[src/rtl/mux_n_1_reg.sv]
// mux_n_1_reg: N-to-1 channel multiplexer with a registered, flow-controlled
// output stage and an optional round-robin scan engine.
//
// Build option: define MUX_SCAN_EN to compile in scan mode (mode, ch_mask,
// scan FSM and channel pointer). Without it only manual selection exists and
// mode/ch_mask are accepted but ignored.
//
// Ports:
//   clk        rising-edge clock
//   reset      asynchronous active-high reset
//   i          channel data, channel k at [k*WIDTH +: WIDTH]
//   sel        manual channel select
//   sel_valid  manual capture request
//   mode       0 = manual, 1 = scan
//   ch_mask    per-channel scan enable
//   out_ready  downstream accept
//   f          registered selected data
//   f_ch       channel index of the data in f
//   f_valid    f/f_ch hold a valid sample
module mux_n_1_reg #(
  parameter int WIDTH = 1,
  parameter int N     = 8
) (
  input  logic                   clk,
  input  logic                   reset,
  input  logic [N*WIDTH-1:0]     i,
  input  logic [$clog2(N)-1:0]   sel,
  input  logic                   sel_valid,
  input  logic                   mode,
  input  logic [N-1:0]           ch_mask,
  input  logic                   out_ready,
  output logic [WIDTH-1:0]       f,
  output logic [$clog2(N)-1:0]   f_ch,
  output logic                   f_valid
);

  localparam int SELW = $clog2(N);

  logic             free;
  logic             man_hit;
  logic             cap;
  logic [SELW-1:0]  cap_ch;
  logic [WIDTH-1:0] cap_data;

  // Output register may take a new sample when empty or being drained.
  assign free = !f_valid || out_ready;

`ifdef MUX_SCAN_EN
  typedef enum logic {IDLE, SCAN} state_t;

  state_t          state;
  logic [SELW-1:0] ptr;
  logic [SELW-1:0] first_ptr;
  logic [SELW-1:0] eff_ptr;
  logic [SELW-1:0] after_eff;
  logic            scan_req;
  logic            scan_sel;

  // Lowest set mask bit strictly above p; wraps to the lowest set bit.
  function automatic logic [SELW-1:0] next_set(input logic [N-1:0] m, input int p);
    logic [SELW-1:0] lo;
    logic [SELW-1:0] hi;
    logic            got_lo;
    logic            got_hi;
    lo     = '0;
    hi     = '0;
    got_lo = 1'b0;
    got_hi = 1'b0;
    for (int k = 0; k < N; k++) begin
      if (m[k]) begin
        if (!got_lo) begin
          lo     = SELW'(k);
          got_lo = 1'b1;
        end
        if (!got_hi && (k > p)) begin
          hi     = SELW'(k);
          got_hi = 1'b1;
        end
      end
    end
    return got_hi ? hi : lo;
  endfunction

  assign scan_req  = mode && (ch_mask != '0);
  assign scan_sel  = (state == SCAN) && scan_req;
  assign first_ptr = next_set(ch_mask, -1);
  // A pointer whose channel was masked off meanwhile is skipped before capture.
  assign eff_ptr   = ch_mask[ptr] ? ptr : next_set(ch_mask, int'(ptr));
  assign after_eff = next_set(ch_mask, int'(eff_ptr));
  assign man_hit   = !mode && sel_valid && (int'(sel) < N);
  assign cap       = scan_sel || man_hit;
  assign cap_ch    = scan_sel ? eff_ptr : sel;

  // Scan FSM and channel pointer.
  always_ff @(posedge clk or posedge reset) begin
    if (reset) begin
      state <= IDLE;
      ptr   <= '0;
    end else begin
      case (state)
        IDLE: begin
          if (scan_req) begin
            state <= SCAN;
            ptr   <= first_ptr;
          end
        end
        SCAN: begin
          if (!scan_req) begin
            state <= IDLE;
          end else if (free) begin
            ptr <= after_eff;
          end
        end
        default: state <= IDLE;
      endcase
    end
  end
`else
  logic unused_scan;

  assign unused_scan = ^{mode, ch_mask};
  assign man_hit     = sel_valid && (int'(sel) < N);
  assign cap         = man_hit;
  assign cap_ch      = sel;
`endif

  assign cap_data = i[int'(cap_ch)*WIDTH +: WIDTH];

  // Output register: capture when free, drain to invalid otherwise, hold on stall.
  always_ff @(posedge clk or posedge reset) begin
    if (reset) begin
      f       <= '0;
      f_ch    <= '0;
      f_valid <= 1'b0;
    end else if (free) begin
      if (cap) begin
        f       <= cap_data;
        f_ch    <= cap_ch;
        f_valid <= 1'b1;
      end else begin
        f_valid <= 1'b0;
      end
    end
  end

endmodule
[config.mk]
export PLATFORM = sky130hd
export DESIGN_NAME = mux_n_1_reg
export DESIGN_NICKNAME = d
export VERILOG_FILES = /design/src/rtl/mux_n_1_reg.sv
export SDC_FILE = /design/constraint.sdc
export NUM_CORES = 1
export LEC_CHECK = 0
export CAP_MARGIN = 20
export CORE_AREA = 2 2 39 41
export DETAILED_ROUTE_END_ITERATION = 10
export DIE_AREA = 0 0 41 43
export PLACE_DENSITY = 0.72
export SLEW_MARGIN = 10
export SYNTH_ARGS = -nofsm -noshare
export SYNTH_HDL_FRONTEND = slang
export SYNTH_SLANG_ARGS = --single-unit
[constraint.sdc]
create_clock -name clk -period 1.1 [get_ports clk]
set_input_delay 0.22 -clock clk [delete_from_list [all_inputs] [get_ports clk]]
set_output_delay 0.22 -clock clk [all_outputs]
set_load 0.03 [all_outputs]
==> results.ini <==
[cells_and_area]
final_nets = 69
fill_cells = 162
drive_above_1_share_pct = 40.9
finalCoreUtilization_pct = 35.7
syn_to_final_growth_pct = 85.4
n_antenna_cell = 0

[setup_path]
critPathKind = input pin to flop
crit_start = out_ready
rr_worst_depth = 3
r2r-start = f_valid
path_max_fanout = 4
crit_path_end = f_ch[2]
critical_path_required_ps = 1230
r2r_end = f_ch[2]
rrSetupSlack_ps = 120
cp-start-kind = input pin
setup.worst_path.end_class = flop
cp.arrival_ps = 1210

[route]
vias = 233
ant_nets = 0
drc = 0
drt_iter0_drc = 4
wl_met2_um = 358
detail_route.vias_per_cell = 3.88
wl_met1_um = 243
routed_wl_um = 646
top_layer = met3
routedWlPerCell_um = 10.8
routed-wl-met3_um = 44
dr.pass1.iters = 3

[floorplan]
die-area_mm2 = 0.00176
core_area_mm2 = 0.00138
die_height_um = 43
initial_utilization_pct = 19.3
io-pin-count = 29
num_rows = 14
die_w_um = 41

[timing]
hold_ws_ps = 169
setup_ws_ps = 15.2
finalCriticalPeriod_ps = 1080
hold_viol = 0
setup_viol = 0
drv_slew = 0
fmaxAchievable_mhz = 922
slew_headroom_pct = 86.7
fin_crit_sh_pct = 98.6
max_slew.worst_pin.slew_ps = 199
fin_skew_ps = 4.62

[yosys]
synth_nets = 44
synth_area_leader_cell = dfrtp_1
synth_fa_ha_area_share_pct = 0
syn_inst = 20
synth_common_cells = dfrtp_1, mux2i_1, mux2_2, inv_1, nand2b_1
yosysSeqAreaShare_pct = 46.9
syn_avg_cell_area_um2 = 13.3
synth_cell_types = 8
synth_area_leaders = dfrtp_1, mux2i_1, mux2_2
synth_xor_area_share_pct = 0
ys_warn_count = 0
synth.cell_area_um2 = 267
synth-main-ff-cell = dfrtp_1
ys_ff_latch = 5
async_flop_share_pct = 100
synth_compound_area_share_pct = 0
synth_top_area_share_pct = 46.9
synthSimpleGateAreaFrac_pct = 6.10
synth_top_family_by_area = multiplexers
synth_mux_area_share_pct = 39.9
synth_edf_count = 0

[power_and_ir_drop]
ir_drop_mv = 0.530
total_power_mw = 0.658
power.density_mw_per_mm2 = 1330
leakagePower_nw = 0.250

[placement]
gp_congestion = 0.635
place_ws_ps = -518
portBuffers = 19

[grt]
grt_pass1_wl_um = 1060
grt_usage_pct = 10.2
grt_max_degree = 6
grt_antenna_before_repair = 0
grt_pass1_vias = 257
grt_remaining_overflow = 0

[clocking]
htree_levels = 1
clk_latency_ps = 250
clock-root-buffer = clkbuf_4
clockBufferDepth = 2
cts_sinks = 5
path_clk_slew_ps = 50
cts_tree = yes
numCtsBuffers = 3

[worst_hold_path]
min_path_type = input pin to async pin

[run]
cap_violations = 0

[outcome]
status = finished, final reports clean

==> area by class of cell <==
| cell class | instances | area, um2 | share of cell area (%) |
|---|---|---|---|
| Sequential cell | 5 | 126 | 25.6 |
| Multi-Input combinational cell | 12 | 138 | 27.8 |
| Inverter | 2 | 7.51 | 1.52 |
| Tap cell | 16 | 20.0 | 4.05 |
| Clock buffer | 4 | 26.3 | 5.32 |
| Timing Repair Buffer | 21 | 176 | 35.7 |
==> power breakdown <==
part           leakage (nW)  internal [mW]  total (mW)  switching, mW
logic                 0.178          0.107       0.209          0.101
clock network        0.0150          0.138       0.222         0.0843
registers            0.0567          0.212       0.228         0.0156
==> metal layers <==
layer | global-route usage, % | vias up
met5 | 0 | -
met1 | 11.5 | 107
met4 | 10.0 | 0
met3 | 7.85 | 0
li1 | - | 116
met2 | 11.3 | 10
==> per-stage QoR <==
step,setup TNS (ps),instances,instance area (um2)
finish,0,60,494
CTS,0,60,485
floorplan,0,20,270
global route,-2.49,60,494
global placement,-1300,55,464
detailed placement,-1350,55,464
==> sequential cells by signal, summed over array words and instances, names as in the netlist <==
register / flops
f_valid: 1
f: 1
f_ch: 3
==> kinds of logic after synthesis <==
family | after synthesis
buffers and inverters | 3
DFF | 5
muxes | 9
and+or+nand+nor | 3
==> cells in the final DEF, fill, tap and decap left out <==
| cell | count |
|---|---|
| buf_4 | 7 |
| dfrtp_2 | 1 |
| nand2b_4 | 1 |
| clkdlybuf4s50_1 | 4 |
| nand2b_1 | 1 |
| mux2_2 | 3 |
| mux4_2 | 1 |
| dlygate4sd2_1 | 9 |
| mux2i_1 | 5 |
| clkbuf_1 | 1 |
| clkbuf_4 | 3 |
| inv_1 | 2 |
| clkbuf_2 | 1 |
| dfrtp_1 | 4 |
| nand2_4 | 1 |
==> worst min path at each step <==
stage	to	slack (ps)	cells after the start
finish	f	170	2
global route	f	190	2
CTS	f	160	2
detailed placement	f_ch[2]	440	2
global placement	f_ch[2]	440	2
floorplan	f	-2	1
==> critical path, stage by stage <==
cell             delay (ps)
clkdlybuf4s50_1         410
nand2b_4                160
nand2_4                  90
mux2_2                  320
==> what timing repair did <==
| item | CTS | global route |
|---|---|---|
| buffers inserted | 1 | 0 |
| hold buffers | 0 | 0 |
| gates resized for setup | 10 | 4 |
| pin swaps | 1 | 1 |
| endpoints found under the setup margin | 4 | 4 |
No activity file was read; power rests on OpenSTA's default activity.
==> edit (same settings) <==
Set the parameter `N` to 4 (it was 8).
--- a/src/rtl/mux_n_1_reg.sv
+++ b/src/rtl/mux_n_1_reg.sv
@@ -19,7 +19,7 @@
 //   f_valid    f/f_ch hold a valid sample
 module mux_n_1_reg #(
   parameter int WIDTH = 1,
-  parameter int N     = 8
+  parameter int N     = 4
 ) (
   input  logic                   clk,
   input  logic                   reset,
Ports: changed (resized ch_mask, f_ch, i and sel); port bits go from 29 to 19. The function was not compared with the original's and may differ.
==> edit against the unedited design <==
Critical endpoint is now f_ch[0]; highest routed layer unchanged; cell area decreased by 28%; maximum frequency about the same; via count decreased by 29%; sequential share of layout area increased by 3.1 points; cell count decreased by 23%; synthesized area decreased by 34%; critical path type unchanged; setup slack improved by 0.56 ps; total power decreased by 19%; sequential cell count decreased by 1; routed wire length decreased by 22%.
==> edit: results (changes against the unedited design) <==
metric,value,unit,change
largest register by flop count,f_ch,,
Comb. pwr,150,uW,-28%
Min-Delay Path Class,in2async,,
largest net degree at the start of global routing,5,,-1
post_cts resized,10,,unchanged
Peak VDD IR,0.000250,V,-53%
postcts setup bufs,0,,-1
WP data arrival,1200,ps,
clock distribution power,201,uW,-9.5%
via/cell ratio,3.61,,-7.1%
Largest regs,"f_ch x2, f x1, f_valid x1",,
CTS Buffer Depth,2,,unchanged
top area cells in the synthesized netlist,"dfrtp_1, mux2_2, mux4_2, nand2b_1, inv_1",,
Synth Warn #,0,,unchanged
met3 usage,3.66,%,-4.2 points
total track usage,7.58,%,-2.6 points
first-pass GRT wire length,786,um,-25%
pre-CTS setup slack,-513,ps,+5.17 ps
Max stage delay on crit path,400,ps,
Leak,0.000169,uW,-32%
Post-Synth XOR/XNOR Area,0,%,unchanged
critical-path maximum fanout,3,,-1
R2R Path End,f_ch[0],,
DR iter-0 viols,1,,-3
ys flop type,dfrtp_1,,
Port Buffers,13,,-6
post-synth cell types,6,,-2
drt first pass iters,4,,+1
final cell count without fillers,46,,-23%
worst reg2reg setup slack,100,ps,-20 ps
total power,534,uW,-19%
met1 usage,8.22,%,-3.3 points
post-synthesis mux area share,31.9,%,-8.0 points
sequential area share after synthesis,56.7,%,+9.8 points
Synth Area per Inst,14.7,um^2,+10%
syn nets,27,,-39%
fraction of layout cells with a size suffix above 1,53.3,%,+12 points
crit path from,out_ready,,
Slew headroom,90.5,%,+3.7 points
vias in the first global route,191,,-26%
gr ovfl total,0,,unchanged
placed cell areas,325,um^2,-30%
Num CTS Buffers,3,,unchanged
Layout Skew,6.17,ps,+1.56 ps
"top cells by count, synth","dfrtp_1, mux2_2, nand2b_1",,
Placed Cells,42,,-24%
Hold Slack,165,ps,-4.67 ps
outcome,"complete, no violations",,
gp weighted congestion,0.612,,-3.5%
GR Util met2,8.75,%,-2.5 points
wire per inst,11.0,um,+2.0%
Sw Share,28.2,%,-2.4 points
edit: changes by cell type in the layout (fill, tap and decap cells not counted):
cell             unedited run  this run
dlygate4sd2_1               9         5
dfrtp_1                     4         3
mux2_2                      3         2
mux2i_1                     5         0
inv_1                       2         1
nand2_2                     0         1
nand2_4                     1         0
buf_4                       7         5
mux2_4                      0         1
clkdlybuf4s50_1             4         3
edit: worst max path at each step:
stage	end	cells after the start	slack, ps
2_1_floorplan	f	3	20
3_3_place_gp	f	3	-490
3_5_place_dp	f	3	-510
4_1_cts	f_ch[0]	4	30
5_1_grt	f_ch[1]	4	5
6_report	f_ch[0]	4	20
edit: cell type report:
type	instances	area, um^2
repair buffers	14	116
clock buffers	4	26.3
fillers	153	1030
multi-input cells	7	86.3
inverters	1	3.75
flip-flops and latches	4	101
well taps	16	20.0
edit: per-layer routing:
layer / up-vias / part of all wire (%)
met5: - / 0
met4: 0 / 0
met3: 0 / 17
met2: 14 / 41
met1: 76 / 42
li1: 76 / -
